**src/rtl/mem_stage_if.sv**
```systemverilog
// Data-memory bus between the MEM stage (master) and the data memory (slave).
interface mem_stage_if;
  logic        mem_req;
  logic        mem_we;
  logic [31:0] mem_addr;
  logic [31:0] mem_wdata;
  logic [3:0]  mem_be;
  logic [31:0] mem_rdata;
  logic        mem_ack;

  modport master (
    output mem_req, mem_we, mem_addr, mem_wdata, mem_be,
    input  mem_rdata, mem_ack
  );

  modport slave (
    input  mem_req, mem_we, mem_addr, mem_wdata, mem_be,
    output mem_rdata, mem_ack
  );
endinterface

```
**src/rtl/mem_stage.sv**
```systemverilog
// Pipeline MEM stage: issues one word-aligned data-memory access per load/store,
// stalls upstream while the access is outstanding, extends load data and flags
// misaligned/illegal accesses and memory timeouts to the writeback stage.
module mem_stage #(
  parameter int unsigned MAX_WAIT = 15
) (
  input  logic        CLK,
  input  logic        RST,
  // EX/MEM pipeline register
  input  logic        valid_in,
  input  logic [31:0] PC_in_mem,
  input  logic [31:0] Inst_in_mem,
  input  logic [1:0]  WBSel_in_mem,
  input  logic [31:0] ALUOutput_in_mem,
  input  logic [31:0] StoreData_in_mem,
  input  logic [31:0] Immediate_in_mem,
  input  logic [4:0]  Rdst_in_mem,
  input  logic        MemRead_in_mem,
  input  logic        MemWrite_in_mem,
  input  logic        halt_in_mem,
  output logic        stall_out,
  // Data memory
  mem_stage_if.master mem_bus,
  // MEM/WB pipeline register
  output logic        valid_out,
  output logic [31:0] PC_out,
  output logic [31:0] Inst_out,
  output logic [1:0]  WBSel_out,
  output logic [31:0] LoadExtended_out,
  output logic [31:0] Immediate_out,
  output logic [31:0] ALUOutput_out,
  output logic [4:0]  Rdst_out,
  output logic        halt_out,
  output logic [1:0]  fault_out
);

  typedef enum logic [0:0] {StIdle, StBusy} state_e;

  localparam logic [7:0] MaxWait = 8'(MAX_WAIT);

  state_e      state_q, state_d;
  logic [7:0]  wait_q, wait_d;

  logic        req_d, we_d;
  logic [31:0] addr_d, wdata_d;
  logic [3:0]  be_d;

  logic        valid_d, halt_d;
  logic [31:0] pc_d, inst_d, ldext_d, imm_d, alu_d;
  logic [1:0]  wbsel_d, fault_d;
  logic [4:0]  rdst_d;

  logic [2:0]  size;
  logic [1:0]  offs;
  logic        is_mem, size_ok, misaligned, op_fault, op_go;
  logic [3:0]  be_lane;
  logic [31:0] wdata_lane;
  logic [7:0]  byte_sel;
  logic [15:0] half_sel;
  logic [31:0] load_ext;
  logic        take;

  assign size = Inst_in_mem[14:12];
  assign offs = ALUOutput_in_mem[1:0];

  // Size legality and alignment of the current memory op
  always_comb begin
    size_ok    = 1'b0;
    misaligned = 1'b0;
    case (size)
      3'b000, 3'b100: size_ok = 1'b1;
      3'b001, 3'b101: begin
        size_ok    = 1'b1;
        misaligned = offs[0];
      end
      3'b010: begin
        size_ok    = 1'b1;
        misaligned = (offs != 2'b00);
      end
      default: size_ok = 1'b0;
    endcase
  end

  assign is_mem   = MemRead_in_mem | MemWrite_in_mem;
  // Simultaneous read and write is never a legal access
  assign op_fault = is_mem & (!size_ok | misaligned | (MemRead_in_mem & MemWrite_in_mem));
  assign op_go    = valid_in & is_mem & !op_fault;

  // Byte lanes and replicated store data for the addressed word
  always_comb begin
    be_lane    = 4'b0000;
    wdata_lane = 32'h0;
    case (size[1:0])
      2'b00: begin
        be_lane    = 4'b0001 << offs;
        wdata_lane = {4{StoreData_in_mem[7:0]}};
      end
      2'b01: begin
        be_lane    = offs[1] ? 4'b1100 : 4'b0011;
        wdata_lane = {2{StoreData_in_mem[15:0]}};
      end
      default: begin
        be_lane    = 4'b1111;
        wdata_lane = StoreData_in_mem;
      end
    endcase
  end

  // Lane select and sign/zero extension of returned load data
  always_comb begin
    byte_sel = mem_bus.mem_rdata[{offs, 3'b000} +: 8];
    half_sel = offs[1] ? mem_bus.mem_rdata[31:16] : mem_bus.mem_rdata[15:0];
    case (size)
      3'b000:  load_ext = {{24{byte_sel[7]}}, byte_sel};
      3'b001:  load_ext = {{16{half_sel[15]}}, half_sel};
      3'b100:  load_ext = {24'h0, byte_sel};
      3'b101:  load_ext = {16'h0, half_sel};
      default: load_ext = mem_bus.mem_rdata;
    endcase
  end

  // FSM next state, bus request, WB register next values and upstream stall
  always_comb begin
    state_d   = state_q;
    wait_d    = wait_q;
    req_d     = mem_bus.mem_req;
    we_d      = mem_bus.mem_we;
    addr_d    = mem_bus.mem_addr;
    wdata_d   = mem_bus.mem_wdata;
    be_d      = mem_bus.mem_be;
    stall_out = 1'b0;
    take      = 1'b0;
    // WB register defaults to a bubble
    valid_d   = 1'b0;
    pc_d      = 32'h0;
    inst_d    = 32'h0;
    wbsel_d   = 2'b00;
    ldext_d   = 32'h0;
    imm_d     = 32'h0;
    alu_d     = 32'h0;
    rdst_d    = 5'd0;
    halt_d    = 1'b0;
    fault_d   = 2'b00;

    unique case (state_q)
      StIdle: begin
        if (op_go) begin
          stall_out = 1'b1;
          req_d     = 1'b1;
          we_d      = MemWrite_in_mem;
          addr_d    = {ALUOutput_in_mem[31:2], 2'b00};
          be_d      = be_lane;
          wdata_d   = MemWrite_in_mem ? wdata_lane : 32'h0;
          wait_d    = 8'd0;
          state_d   = StBusy;
        end else if (valid_in) begin
          take    = 1'b1;
          fault_d = {1'b0, op_fault};
          rdst_d  = (halt_in_mem | op_fault) ? 5'd0 : Rdst_in_mem;
        end
      end
      StBusy: begin
        if (mem_bus.mem_ack) begin
          take    = 1'b1;
          state_d = StIdle;
          req_d   = 1'b0;
          we_d    = 1'b0;
          be_d    = 4'b0000;
          ldext_d = MemRead_in_mem ? load_ext : 32'h0;
          rdst_d  = halt_in_mem ? 5'd0 : Rdst_in_mem;
        end else if (wait_q == MaxWait) begin
          take    = 1'b1;
          state_d = StIdle;
          req_d   = 1'b0;
          we_d    = 1'b0;
          be_d    = 4'b0000;
          fault_d = 2'b10;
        end else begin
          stall_out = 1'b1;
          wait_d    = wait_q + 8'd1;
        end
      end
      default: state_d = StIdle;
    endcase

    if (take) begin
      valid_d = 1'b1;
      pc_d    = PC_in_mem;
      inst_d  = Inst_in_mem;
      wbsel_d = WBSel_in_mem;
      imm_d   = Immediate_in_mem;
      alu_d   = ALUOutput_in_mem;
      halt_d  = halt_in_mem;
    end

    // Upstream never sees a stall while reset is being applied
    if (RST) stall_out = 1'b0;
  end

  // State, bus and WB registers with synchronous reset
  always_ff @(posedge CLK) begin
    if (RST) begin
      state_q           <= StIdle;
      wait_q            <= 8'd0;
      mem_bus.mem_req   <= 1'b0;
      mem_bus.mem_we    <= 1'b0;
      mem_bus.mem_addr  <= 32'h0;
      mem_bus.mem_wdata <= 32'h0;
      mem_bus.mem_be    <= 4'b0000;
      valid_out         <= 1'b0;
      PC_out            <= 32'h0;
      Inst_out          <= 32'h0;
      WBSel_out         <= 2'b00;
      LoadExtended_out  <= 32'h0;
      Immediate_out     <= 32'h0;
      ALUOutput_out     <= 32'h0;
      Rdst_out          <= 5'd0;
      halt_out          <= 1'b0;
      fault_out         <= 2'b00;
    end else begin
      state_q           <= state_d;
      wait_q            <= wait_d;
      mem_bus.mem_req   <= req_d;
      mem_bus.mem_we    <= we_d;
      mem_bus.mem_addr  <= addr_d;
      mem_bus.mem_wdata <= wdata_d;
      mem_bus.mem_be    <= be_d;
      valid_out         <= valid_d;
      PC_out            <= pc_d;
      Inst_out          <= inst_d;
      WBSel_out         <= wbsel_d;
      LoadExtended_out  <= ldext_d;
      Immediate_out     <= imm_d;
      ALUOutput_out     <= alu_d;
      Rdst_out          <= rdst_d;
      halt_out          <= halt_d;
      fault_out         <= fault_d;
    end
  end

endmodule

```
**src/flat_wrapper.sv**
```systemverilog
// flat-port wrapper written by rule: the top's interface ports become plain ports
module mem_stage_flat 
#(
  parameter int unsigned MAX_WAIT = 15
)
  (CLK, RST, valid_in, PC_in_mem, Inst_in_mem, WBSel_in_mem, ALUOutput_in_mem, StoreData_in_mem, Immediate_in_mem, Rdst_in_mem, MemRead_in_mem, MemWrite_in_mem, halt_in_mem, stall_out, valid_out, PC_out, Inst_out, WBSel_out, LoadExtended_out, Immediate_out, ALUOutput_out, Rdst_out, halt_out, fault_out, mem_bus_mem_req, mem_bus_mem_we, mem_bus_mem_addr, mem_bus_mem_wdata, mem_bus_mem_be, mem_bus_mem_rdata, mem_bus_mem_ack);
  mem_stage_if mem_bus_i ();
  input  logic CLK;
  input  logic RST;
  input  logic valid_in;
  input  logic [31:0] PC_in_mem;
  input  logic [31:0] Inst_in_mem;
  input  logic [1:0] WBSel_in_mem;
  input  logic [31:0] ALUOutput_in_mem;
  input  logic [31:0] StoreData_in_mem;
  input  logic [31:0] Immediate_in_mem;
  input  logic [4:0] Rdst_in_mem;
  input  logic MemRead_in_mem;
  input  logic MemWrite_in_mem;
  input  logic halt_in_mem;
  output logic stall_out;
  output logic valid_out;
  output logic [31:0] PC_out;
  output logic [31:0] Inst_out;
  output logic [1:0] WBSel_out;
  output logic [31:0] LoadExtended_out;
  output logic [31:0] Immediate_out;
  output logic [31:0] ALUOutput_out;
  output logic [4:0] Rdst_out;
  output logic halt_out;
  output logic [1:0] fault_out;
  output wire logic [$bits(mem_bus_i.mem_req)-1:0] mem_bus_mem_req;
  output wire logic [$bits(mem_bus_i.mem_we)-1:0] mem_bus_mem_we;
  output wire logic [$bits(mem_bus_i.mem_addr)-1:0] mem_bus_mem_addr;
  output wire logic [$bits(mem_bus_i.mem_wdata)-1:0] mem_bus_mem_wdata;
  output wire logic [$bits(mem_bus_i.mem_be)-1:0] mem_bus_mem_be;
  input wire logic [$bits(mem_bus_i.mem_rdata)-1:0] mem_bus_mem_rdata;
  input wire logic [$bits(mem_bus_i.mem_ack)-1:0] mem_bus_mem_ack;
  assign mem_bus_mem_req = mem_bus_i.mem_req;
  assign mem_bus_mem_we = mem_bus_i.mem_we;
  assign mem_bus_mem_addr = mem_bus_i.mem_addr;
  assign mem_bus_mem_wdata = mem_bus_i.mem_wdata;
  assign mem_bus_mem_be = mem_bus_i.mem_be;
  assign mem_bus_i.mem_rdata = mem_bus_mem_rdata;
  assign mem_bus_i.mem_ack = mem_bus_mem_ack;
  mem_stage #(.MAX_WAIT(MAX_WAIT)) u_core (.CLK(CLK), .RST(RST), .valid_in(valid_in), .PC_in_mem(PC_in_mem), .Inst_in_mem(Inst_in_mem), .WBSel_in_mem(WBSel_in_mem), .ALUOutput_in_mem(ALUOutput_in_mem), .StoreData_in_mem(StoreData_in_mem), .Immediate_in_mem(Immediate_in_mem), .Rdst_in_mem(Rdst_in_mem), .MemRead_in_mem(MemRead_in_mem), .MemWrite_in_mem(MemWrite_in_mem), .halt_in_mem(halt_in_mem), .stall_out(stall_out), .mem_bus(mem_bus_i), .valid_out(valid_out), .PC_out(PC_out), .Inst_out(Inst_out), .WBSel_out(WBSel_out), .LoadExtended_out(LoadExtended_out), .Immediate_out(Immediate_out), .ALUOutput_out(ALUOutput_out), .Rdst_out(Rdst_out), .halt_out(halt_out), .fault_out(fault_out));
endmodule
```
**config.mk**
```make
export PLATFORM = sky130hd
export DESIGN_NAME = mem_stage_flat
export DESIGN_NICKNAME = d
export VERILOG_FILES = /design/src/rtl/mem_stage_if.sv /design/src/rtl/mem_stage.sv /design/src/flat_wrapper.sv
export SDC_FILE = /design/constraint.sdc
export NUM_CORES = 1
export LEC_CHECK = 0
export ABC_CLOCK_PERIOD_IN_PS = 3100
export CORE_AREA = 4 4 171 173
export DETAILED_ROUTE_END_ITERATION = 8
export DIE_AREA = 0 0 175 177
export PLACE_DENSITY = 0.63
export SETUP_SLACK_MARGIN = 0.15
export SLEW_MARGIN = 30
export SYNTH_ARGS = -nofsm -noshare
export SYNTH_HDL_FRONTEND = slang
export SYNTH_SLANG_ARGS = --single-unit
```
**constraint.sdc**
```tcl
create_clock -name CLK -period 3.1 [get_ports CLK]
set_clock_uncertainty 0.2 [all_clocks]
set_input_delay 0.62 -clock CLK [delete_from_list [all_inputs] [get_ports CLK]]
set_output_delay 0.62 -clock CLK [all_outputs]
set_load 0.05 [all_outputs]
```
==> results of run 1 <==
==> area by class of cell <==
cell class / count / area, µm²
clock buffers: 38 / 819.5
clock inverters: 12 / 100.1
fillers: 2580 / 13320
inverters: 3 / 11.26
multi-input cells: 531 / 3237
flip-flops and latches: 248 / 4965
well taps: 378 / 473.0
repair buffers: 468 / 4701
==> layout by cell type (no fill, tap or decap), drive strengths merged, types with 4 or more instances in the layout <==
| cell | instances |
|---|---|
| mux2i | 10 |
| a21oi | 84 |
| xor2 | 5 |
| nor2b | 6 |
| mux2 | 12 |
| o221ai | 6 |
| clkbuf | 38 |
| inv | 4 |
| nor3b | 129 |
| dfxtp | 248 |
| o2111ai | 11 |
| buf | 25 |
| a31oi | 6 |
| nand2b | 4 |
| clkinv | 7 |
| clkdlybuf4s50 | 443 |
| and2 | 7 |
| nand3 | 32 |
| a22oi | 8 |
| o21ai | 10 |
| nand2 | 149 |
| nor2 | 15 |
| nor3 | 6 |
==> state kept, by name, summed over array words and instances (netlist names) <==
signal	cells
u_core.ALUOutput_out	32
u_core.Immediate_out	32
u_core.Inst_out	32
u_core.LoadExtended_out	32
u_core.PC_out	32
u_core.mem_bus.mem_wdata	32
u_core.mem_bus.mem_addr	30
u_core.wait_q	8
u_core.Rdst_out	5
u_core.mem_bus.mem_be	4
u_core.WBSel_out	2
u_core.fault_out	2
u_core.halt_out	1
u_core.mem_bus.mem_req	1
u_core.mem_bus.mem_we	1
u_core.state_q	1
u_core.valid_out	1
==> worst max-delay path, cell delays in order <==
cell	delay [ns]
clkdlybuf4s50_1	0.53
nor4_4	0.40
o211ai_4	0.13
a21oi_2	0.21
buf_12	0.17
==> metal layers <==
metal	vias to the layer above	part of all wire, %
li1	3796	-
met1	3661	38
met2	334	50
met3	49	9.8
met4	0	2.3
met5	-	0
==> worst paths after layout <==
kind	from	to	slack, ns	cells past startpoint
worst max-delay path	Inst_in_mem[12]	stall_out	0.22	5
worst min-delay path	u_core.mem_bus.mem_addr[15]	u_core.mem_bus.mem_addr[15]	0.25	2
worst min register to register	u_core.mem_bus.mem_addr[15]	u_core.mem_bus.mem_addr[15]	0.25	2
worst max register to register	u_core.wait_q[0]	u_core.PC_out[15]	0.85	6
==> through the flow <==
step | area, µm² | power [µW] | instances | worst slack [ns] | hold slack, ns
global placement | 13380 | 4742 | 1628 | 0.1990 | 0.2390
global route | 14310 | 8221 | 1678 | 0.1604 | 0.2661
detailed placement | 13380 | 4748 | 1628 | 0.1916 | 0.2453
floorplan | 8552 | 4131 | 854 | 0.3282 | 0.2692
CTS | 14300 | 8025 | 1678 | 0.1938 | 0.2370
finish | 14310 | 7907 | 1678 | 0.2163 | 0.2514
==> report_power, final <==
group	switching (µW)	internal, µW
registers	36.6	3300
clock network	1310	1930
logic	778	551
==> what timing repair did <==
action / in CTS / in global routing
setup buffers: 0 / 0
gates resized for setup: 1 / 1
setup endpoints to repair: 1 / 1
endpoints found under the hold margin: 0 / 0
==> cell families after synthesis <==
family,count (synthesis)
mux,23
fa+ha+maj,2
xor+xnor,5
simple gates,364
compound gates,135
other cells,1
buf+inv,75
flops,248
==> qor.txt, run 1 <==
Final RePlAce weighted congestion - 0.8305
Setup crit end kind - output pin
Grt ovf - 0
CTS tree - built
WS Path Type - input pin to output pin
Max Slew Vio Count - 0
DR vias/cell - 4.672
Pre-antenna DRT Iters - 5
Final net count - 1,487
Final period utilization - 93.02%
Synthesized area per cell - 10.02 µm²
# rows - 61
Die area - 30,980 µm²
Setup tns final - 0 ns
# setup viols final - 0
Cell Pwr Density - 552.7 nW/µm²
Number of global-route vias before repair - 7,987
M2 GR Usage - 33.24%
GR peak layer - met2
Synth cell types - 55
Drt drc - 0
Largest net degree at the start of global routing - 126
Tmin final - 2.884 ns
Skew-Pair Late Insertion Delay - 0.53 ns
Crit path DAT - 2.06 ns
Antenna Cells - 0
Yosys reg bits - 248
Clock slew at reported path FFs - 0.06 ns
RSZ-0062 raised after global routing - false
Post-synth EDFFs - 0
Mapped cell area - 8544 µm²
Simple-gate portion of the synthesized area - 23.87%
Gr usage total - 18.54%
Yosys warnings - 0
# IOs - 448
Sequential element share of the synthesized area - 58.11%
Ys async rst share - 0%
Top-area cell type share of the netlist area - 58.11%
XOR/XNOR Fraction of Synth Area - 0.5125%
Max Fclk - 0.3468 GHz
Port Buffer Count - 445
Post-route ant nets - 0
Proportion of layout cells with a drive suffix above 1 - 7.462%
GR met1 Demand/Resource - 20.61%
Mapped Cells - 853
Worst Path Max Fanout - 3
Initial core utilization - 30.93%
Req. time, crit path - 2.28 ns
Post-synthesis mux area share - 3.017%
Synth Area in Adders - 0.2636%
CTS Buffer Depth - 3
Final core utilization - 51.78%
Slew Limit Headroom - 58.38%
Slew @ Worst Pin - 0.6242 ns
Area delta synth->final - 67.43%
Detailed Place HPWL - 22.38 mm
Synth area leaders - dfxtp_1 (58%), nor3b_1 (11%), nand2_1 (6.5%)
Initial antenna violation count - 0
Hold Path Class - register to register
Primary FF master, synth - dfxtp_1
Die H - 177 µm
Total CTS buffers - 28
Vias after detailed routing - 7,840
Num Clock Sinks - 248
GRT met3 Usage - 7.199%
WL/cell - 18.31 µm
Lkg Pwr - 0.005135 µW
Max cap viols - 0
DRT iter0 DRCs - 319
Most common cell in the synthesized netlist - dfxtp_1
Root Driver - clkbuf_16
Hold Vio Cnt, Final - 0
Outcome - finished, final reports clean
Leading area contributor after synthesis - dfxtp_1
Post-CTS Hold Fix Bufs - 0
Core Area - 27,630 µm²
DIE WIDTH - 175 µm
Startpoint Class - input pin
Final wirelength - 30.72 mm
First-pass GRT wire length - 45.87 mm
Compound-Gate Fraction of Synth Area - 9.767%
Largest family of logic cells by synthesized area - simple AND/OR/NAND/NOR gates
Max H-tree Level - 1
Synth cell count leaders - dfxtp_1 (248), nand2_1 (149), nor3b_1 (129)
Worst VDD drop - 0.4528 mV
Note: power is estimated with default switching activity, not from simulation.
==> run 2, diff against run 1 <==
Settings changed: ABC_AREA set to 0.
==> results of run 2 <==
The final DEF is identical to that of run 1; final timing and power are the same.
